### src/rtl/iomem_gpio_irq_pkg.sv
// Shared definitions for the iomem GPIO peripheral: register offsets,
// default decode value, decoded-request struct and byte-lane helpers.
package iomem_gpio_irq_pkg;

    // Register select values carried in iomem_addr[4:2]
    localparam logic [2:0] GPIO_OUT     = 3'd0;
    localparam logic [2:0] GPIO_OE      = 3'd1;
    localparam logic [2:0] GPIO_IN      = 3'd2;
    localparam logic [2:0] GPIO_IRQ_EN  = 3'd3;
    localparam logic [2:0] GPIO_RISE_EN = 3'd4;
    localparam logic [2:0] GPIO_FALL_EN = 3'd5;
    localparam logic [2:0] GPIO_PENDING = 3'd6;
    localparam logic [2:0] GPIO_RSVD    = 3'd7;

    // Default iomem_addr[31:24] decode value
    localparam logic [7:0] GPIO_BASE_HI_DEFAULT = 8'h03;

    // One bus request after address decode
    typedef struct packed {
        logic        hit;    // accepted this cycle
        logic        wr;     // accepted and at least one strobe set
        logic [2:0]  sel;    // register select
        logic [31:0] wmask;  // byte-lane mask from the strobes
    } gpio_req_t;

    // Expand the four byte strobes into a 32-bit lane mask
    function automatic logic [31:0] wstrb_mask(input logic [3:0] wstrb);
        logic [31:0] m;
        m = '0;
        for (int b = 0; b < 4; b++) begin
            if (wstrb[b]) m[8*b +: 8] = 8'hFF;
        end
        return m;
    endfunction

    // Merge write data into an old word, lane by lane
    function automatic logic [31:0] apply_wstrb(input logic [31:0] old,
                                                input logic [31:0] wdata,
                                                input logic [3:0]  wstrb);
        logic [31:0] m;
        m = wstrb_mask(wstrb);
        return (old & ~m) | (wdata & m);
    endfunction

endpackage

### src/rtl/iomem_gpio_irq_gpio_sync_edge.sv
// Per-pin input path: multi-flop synchroniser, one history flop and raw
// rise/fall detection. Enables and arming are applied by the parent.
module gpio_sync_edge #(
    parameter int SYNC_STAGES = 2
) (
    input  logic clk,
    input  logic resetn,
    input  logic pin_i,
    output logic sync_o,
    output logic rise_o,
    output logic fall_o
);

    logic [SYNC_STAGES-1:0] sync_q;
    logic                   prev_q;

    // Shift the pad value through the synchroniser, then remember last value
    always_ff @(posedge clk or negedge resetn) begin
        if (!resetn) begin
            sync_q <= '0;
            prev_q <= 1'b0;
        end else begin
            sync_q <= {sync_q[SYNC_STAGES-2:0], pin_i};
            prev_q <= sync_q[SYNC_STAGES-1];
        end
    end

    assign sync_o = sync_q[SYNC_STAGES-1];
    assign rise_o = sync_q[SYNC_STAGES-1] & ~prev_q;
    assign fall_o = ~sync_q[SYNC_STAGES-1] & prev_q;

endmodule

### src/rtl/iomem_gpio_irq.sv
// iomem GPIO peripheral for picosoc: output/OE registers, synchronised
// inputs, per-pin rise/fall interrupt sources with W1C pending bits and a
// registered level irq. One-cycle ready pulse per accepted access.
module iomem_gpio_irq
    import iomem_gpio_irq_pkg::*;
#(
    parameter int         NPINS        = 8,
    parameter logic [7:0] BASE_ADDR_HI = GPIO_BASE_HI_DEFAULT,
    parameter int         SYNC_STAGES  = 2
) (
    input  logic             clk,
    input  logic             resetn,
    input  logic             iomem_valid,
    output logic             iomem_ready,
    input  logic [3:0]       iomem_wstrb,
    input  logic [31:0]      iomem_addr,
    input  logic [31:0]      iomem_wdata,
    output logic [31:0]      iomem_rdata,
    input  logic [NPINS-1:0] gpio_in,
    output logic [NPINS-1:0] gpio_out,
    output logic [NPINS-1:0] gpio_oe,
    output logic             irq
);

    // Edges are ignored until the synchronisers and history flops hold real
    // pad values, so pins already high at reset release raise nothing.
    localparam logic [2:0] ARM_CYC = 3'(SYNC_STAGES + 1);

    logic             ready_q;
    logic [31:0]      rdata_q;
    logic [NPINS-1:0] out_q, oe_q, ien_q, ren_q, fen_q, pend_q;
    logic [NPINS-1:0] pend_d;
    logic             irq_q;
    logic [2:0]       arm_cnt_q;
    logic             armed;

    logic [NPINS-1:0] sync_w, rise_w, fall_w;
    logic [NPINS-1:0] edge_set, pend_clr, wr_pins;
    logic [31:0]      rd_val;
    gpio_req_t        req;

    logic unused_addr;
    assign unused_addr = ^{iomem_addr[23:5], iomem_addr[1:0]};

    // Per-pin synchroniser and edge detector
    for (genvar i = 0; i < NPINS; i++) begin : g_pin
        gpio_sync_edge #(.SYNC_STAGES(SYNC_STAGES)) u_pin (
            .clk    (clk),
            .resetn (resetn),
            .pin_i  (gpio_in[i]),
            .sync_o (sync_w[i]),
            .rise_o (rise_w[i]),
            .fall_o (fall_w[i])
        );
    end

    // Address decode; a request is taken only while no ack is outstanding
    always_comb begin
        req       = '0;
        req.hit   = iomem_valid && !ready_q && (iomem_addr[31:24] == BASE_ADDR_HI);
        req.wr    = req.hit && (|iomem_wstrb);
        req.sel   = iomem_addr[4:2];
        req.wmask = wstrb_mask(iomem_wstrb);
    end

    // Read mux; narrow registers zero-extend so unused pins read 0
    always_comb begin
        rd_val = '0;
        case (req.sel)
            GPIO_OUT:     rd_val = 32'(out_q);
            GPIO_OE:      rd_val = 32'(oe_q);
            GPIO_IN:      rd_val = 32'(sync_w);
            GPIO_IRQ_EN:  rd_val = 32'(ien_q);
            GPIO_RISE_EN: rd_val = 32'(ren_q);
            GPIO_FALL_EN: rd_val = 32'(fen_q);
            GPIO_PENDING: rd_val = 32'(pend_q);
            default:      rd_val = '0;
        endcase
    end

    // New register value: old contents with strobed lanes replaced
    assign wr_pins = NPINS'(apply_wstrb(rd_val, iomem_wdata, iomem_wstrb));

    // Pending: W1C clears first, then fresh edges set, so an edge wins a tie
    always_comb begin
        armed    = (arm_cnt_q == ARM_CYC);
        edge_set = armed ? ((rise_w & ren_q) | (fall_w & fen_q)) : '0;
        pend_clr = '0;
        if (req.wr && req.sel == GPIO_PENDING)
            pend_clr = NPINS'(iomem_wdata & req.wmask);
        pend_d   = (pend_q & ~pend_clr) | edge_set;
    end

    // Bus acknowledge and read data capture
    always_ff @(posedge clk or negedge resetn) begin
        if (!resetn) begin
            ready_q <= 1'b0;
            rdata_q <= '0;
        end else begin
            ready_q <= req.hit;
            if (req.hit) rdata_q <= rd_val;
        end
    end

    // Read/write configuration registers
    always_ff @(posedge clk or negedge resetn) begin
        if (!resetn) begin
            out_q <= '0;
            oe_q  <= '0;
            ien_q <= '0;
            ren_q <= '0;
            fen_q <= '0;
        end else if (req.wr) begin
            case (req.sel)
                GPIO_OUT:     out_q <= wr_pins;
                GPIO_OE:      oe_q  <= wr_pins;
                GPIO_IRQ_EN:  ien_q <= wr_pins;
                GPIO_RISE_EN: ren_q <= wr_pins;
                GPIO_FALL_EN: fen_q <= wr_pins;
                default:      ;
            endcase
        end
    end

    // Pending bits and the registered interrupt level
    always_ff @(posedge clk or negedge resetn) begin
        if (!resetn) begin
            pend_q <= '0;
            irq_q  <= 1'b0;
        end else begin
            pend_q <= pend_d;
            irq_q  <= |(pend_q & ien_q);
        end
    end

    // Arm counter: counts up after reset release and then parks
    always_ff @(posedge clk or negedge resetn) begin
        if (!resetn)    arm_cnt_q <= '0;
        else if (!armed) arm_cnt_q <= arm_cnt_q + 3'd1;
    end

    assign iomem_ready = ready_q;
    assign iomem_rdata = rdata_q;
    assign gpio_out    = out_q;
    assign gpio_oe     = oe_q;
    assign irq         = irq_q;

endmodule

### config.mk
export PLATFORM = sky130hd
export DESIGN_NAME = iomem_gpio_irq
export DESIGN_NICKNAME = d
export VERILOG_FILES = /design/src/rtl/iomem_gpio_irq_pkg.sv /design/src/rtl/iomem_gpio_irq_gpio_sync_edge.sv /design/src/rtl/iomem_gpio_irq.sv
export SDC_FILE = /design/constraint.sdc
export NUM_CORES = 1
export LEC_CHECK = 0
export BUFFER_PORTS_ARGS = -buffer_cell sky130_fd_sc_hd__buf_4
export CELL_PAD_IN_SITES_DETAIL_PLACEMENT = 0
export CELL_PAD_IN_SITES_GLOBAL_PLACEMENT = 1
export CORE_MARGIN = 10
export CORE_UTILIZATION = 42
export DETAILED_ROUTE_END_ITERATION = 8
export PLACE_DENSITY = 0.92
export SLEW_MARGIN = 20
export SYNTH_ARGS = -nofsm -noshare
export SYNTH_HDL_FRONTEND = slang
export SYNTH_SLANG_ARGS = --single-unit
export TNS_END_PERCENT = 20
### constraint.sdc
create_clock -name clk -period 3.5 [get_ports clk]
set_clock_uncertainty 0.05 [all_clocks]
set_input_delay 0 -clock clk [delete_from_list [all_inputs] [get_ports clk]]
set_output_delay 0 -clock clk [all_outputs]
set_load 0.02 [all_outputs]
==> flow_metrics.tcl <==
set metrics [dict create \
    status "finished, final reports clean" \
    antenna_found_initial 0 \
    maxSlewViolCount 0 \
    rsz0062_at_grt "no" \
    cts_tree "built" \
    cts-htree-levels 3 \
    hold_violations 0 \
    synth_top_flop_cell "dfrtp_1" \
    n_antenna_cell 0 \
    relSlewSlack 0.4868 \
    synth-seq-cells 85 \
    grt_usage 0.1526 \
    tightest_slew_ns 0.7698 \
    die_x_um 119.1 \
    slowest_delay_ns 0.61 \
    crit_family "simple AND/OR/NAND/NOR gates" \
    synth_edf_count 0 \
    crit_path_max_fanout 5 \
    crit_buf_inv 0 \
    cp_cell_sequence "nand4b_1, or4_4, and2b_2, mux2_2" \
    min_period_ns 2.088 \
    yosysSeqAreaShare 0.5158 \
    dp_slack_ns 1.401 \
    vdd_drop_max_v 0.0001781 \
    ys_types 44 \
    synth.top_cell.area_share 0.5158 \
    syn-cell-area_um2 4124 \
    yosysTopAreaCell "dfrtp_1" \
    fin_util 0.5118 \
    synthAdderAreaFrac 0.006068 \
    grt_max_degree 86 \
    wl_um 10620 \
    grt_pass1_vias 3427 \
    cpMaxStageDelayCell "or4_4" \
    seqPwrFrac 0.523 \
    synth_simple_gate_area_share 0.1614 \
    rows 36 \
    die_h_um 119.1 \
    critical_path_required_ns 3.71 \
    initial_core_util 0.4258 \
    switching_share 0.2735 \
    syn_area_per_cell_um2 11.06 \
    period_share 0.5966 \
    routedWlPerCell_um 18.40 \
    ctsResizeCount 0 \
    final_nets 520 \
    async_reset_ff_frac 1.000 \
    p_sw_uw 538.1 \
    clk_path_buf_depth 2 \
    end_kind "register" \
    dieArea_um2 14180 \
    ys.warnings.count 0 \
    core_um2 9684 \
    final.fill_count 864 \
    layout_setup_ws_ns 1.412 \
    drtIter0Drc 215 \
    max-cap-violations 0 \
    firstDrtPassIters 5 \
    setup.worst_path.start_class "register" \
    synthXorXnorAreaFrac 0.002124 \
    cts_sinks 85 \
    setup_viol 0 \
    synth_cells 373 \
    ios 129 \
    p_comb_frac 0.100 \
    clk_pin_slew_worst_paths_ns 0.10 \
    worstSkewPairLatency_ns 0.37 \
    netlist_top_cells_area "dfrtp_1 (52%), o2bb2ai_1 (5.3%), mux2_2 (4.9%), buf_4 (4.4%), mux2i_1 (3.9%)" \
    gr-total-overflow 0 \
    crit_type "register to register" \
    p_per_area_nw_per_um2 396.9 \
    hp-class "input port to register" \
    synth_top_family_by_area "simple AND/OR/NAND/NOR gates" \
    pwr-share-clk 0.377 \
    antenna_left 0 \
    vias 3212 \
    holdWs_ns 0.1032 \
    vias_per_cell 5.567 \
    p_leak_uw 0.002222 \
    drive_gt1_frac 0.2477 \
    syn_to_final_growth_pct 20.18 \
    grt_pass1_wl_um 17750 \
    synthMuxAreaShare 0.08799 \
    finalSetupTns_ns 0 \
    power_uw 1967 \
    numCtsBuffers 9 \
    gp_congestion 0.8698 \
    internal-power_uw 1429 \
    dp_hpwl_um 7388 \
    ctsRootBufferMaster "clkbuf_8" \
    port_buffers 59 \
    worstPathArrival_ns 2.30 \
    drc 0 \
    clock.fmax_ghz 0.4789 \
    synth_compound_area_frac 0.1550 \
    post_cts_buffers 0 \
]
==> cell usage in the layout (no fill, tap or decap), drive strengths merged, types with 8 or more instances in the layout <==
cell | Yosys | layout
a211oi | 8 | 8
a21oi | 8 | 8
a22o | 8 | 8
buf | 30 | 61
clkbuf | 16 | 9
conb | 1 | 24
dfrtp | 85 | 85
dlygate4sd3 | 0 | 17
inv | 6 | 11
mux2 | 18 | 18
mux2i | 16 | 16
nand2 | 33 | 33
nand3 | 25 | 25
o21ai | 17 | 17
o2bb2ai | 25 | 25
==> cell families after synthesis <==
group / Yosys count
compound gates: 87
xor+xnor: 1
fa+ha+maj: 2
buf+inv: 52
flops: 85
mux: 34
other cells: 1
simple gates: 111
==> flip-flops by register name (all words and copies together) (netlist names) <==
signal / count
g_pin.u_pin.sync_q: 16
fen_q: 8
g_pin.u_pin.prev_q: 8
gpio_oe: 8
gpio_out: 8
ien_q: 8
iomem_rdata: 8
pend_q: 8
ren_q: 8
arm_cnt_q: 3
iomem_ready: 1
irq: 1
==> power groups by stage <==
stage | Sequential (uW) | Clock, uW | Combinational, uW
finish | 1030 | 743 | 196
global route | 1030 | 796 | 215
CTS | 1030 | 757 | 194
detailed placement | 1050 | 0 | 178
global placement | 1050 | 0 | 176
floorplan | 1050 | 0 | 120
==> synth_stat cells (2+ instances only) <==
cell type,number
and2b_2,2
nand3_1,25
and3_1,2
nor2_1,5
o221ai_1,5
buf_2,5
a21oi_1,8
a21o_1,2
a211oi_1,8
nand2b_1,7
o21ai_0,17
a31oi_1,2
o2bb2ai_1,25
mux2_2,18
nor4_1,3
mux2i_1,16
nor4bb_1,2
and4b_1,2
or2_2,2
or3b_2,5
a22oi_1,4
dfrtp_1,85
nand2_1,33
clkbuf_1,16
a22o_1,8
inv_1,6
a21boi_0,3
buf_4,24
nand3b_1,7
a211o_1,2
or4_4,2
nor3_4,3
ha_1,2
nand4b_1,7
==> stage by stage <==
stage	instances	area, um2
global route	577	4956
floorplan	396	4210
finish	577	4956
detailed placement	544	4572
global placement	544	4572
CTS	577	4952
==> worst paths after layout <==
kind                                           from                        to  slack [ns]  cells past startpoint
min in group asynchronous                    resetn               iomem_ready        0.17                      2
max                                     iomem_ready                  fen_q[3]        1.41                      4
min                                  iomem_wstrb[0]                  ren_q[7]        0.10                      3
max in group asynchronous                    resetn                  ren_q[1]        2.68                      2
min reg2reg                g_pin[2].u_pin.sync_q[0]  g_pin[2].u_pin.sync_q[1]        0.31                      0
max reg2reg                             iomem_ready                  fen_q[3]        1.41                      4
==> worst reg2reg max path, delay by kind of cell (launching register included) <==
family / cells / cell delay (ns)
flip-flops: 1 / 0.39
multiplexers: 1 / 0.35
AND/OR/NAND/NOR: 3 / 1.20
==> what timing repair did <==
item / 4_1_cts / 5_1_grt
endpoints found under the hold margin: 101 / 0
endpoints found under the setup margin: 0 / 0
hold buffers: 17 / 0
==> metal layers <==
layer  vias up  wire length (um)  global-route usage
li1       1462                 -                   -
met1      1594              4451              0.1843
met2       144              5047              0.2507
met3        12               955             0.05385
met4         0               160             0.04580
met5         -                 0                   0
==> area by class of cell <==
cell class                 instances  area [um2]  area share
multi-input combinational        259        1798      0.3628
tap                              133       166.4     0.03358
clock buffer                       9       123.9     0.02499
timing repair buffer              78       631.9      0.1275
inverter                           6       22.52    0.004544
clock inverter                     7       86.33     0.01742
sequential                        85        2127      0.4292
No activity file was read; power rests on OpenSTA's default activity.
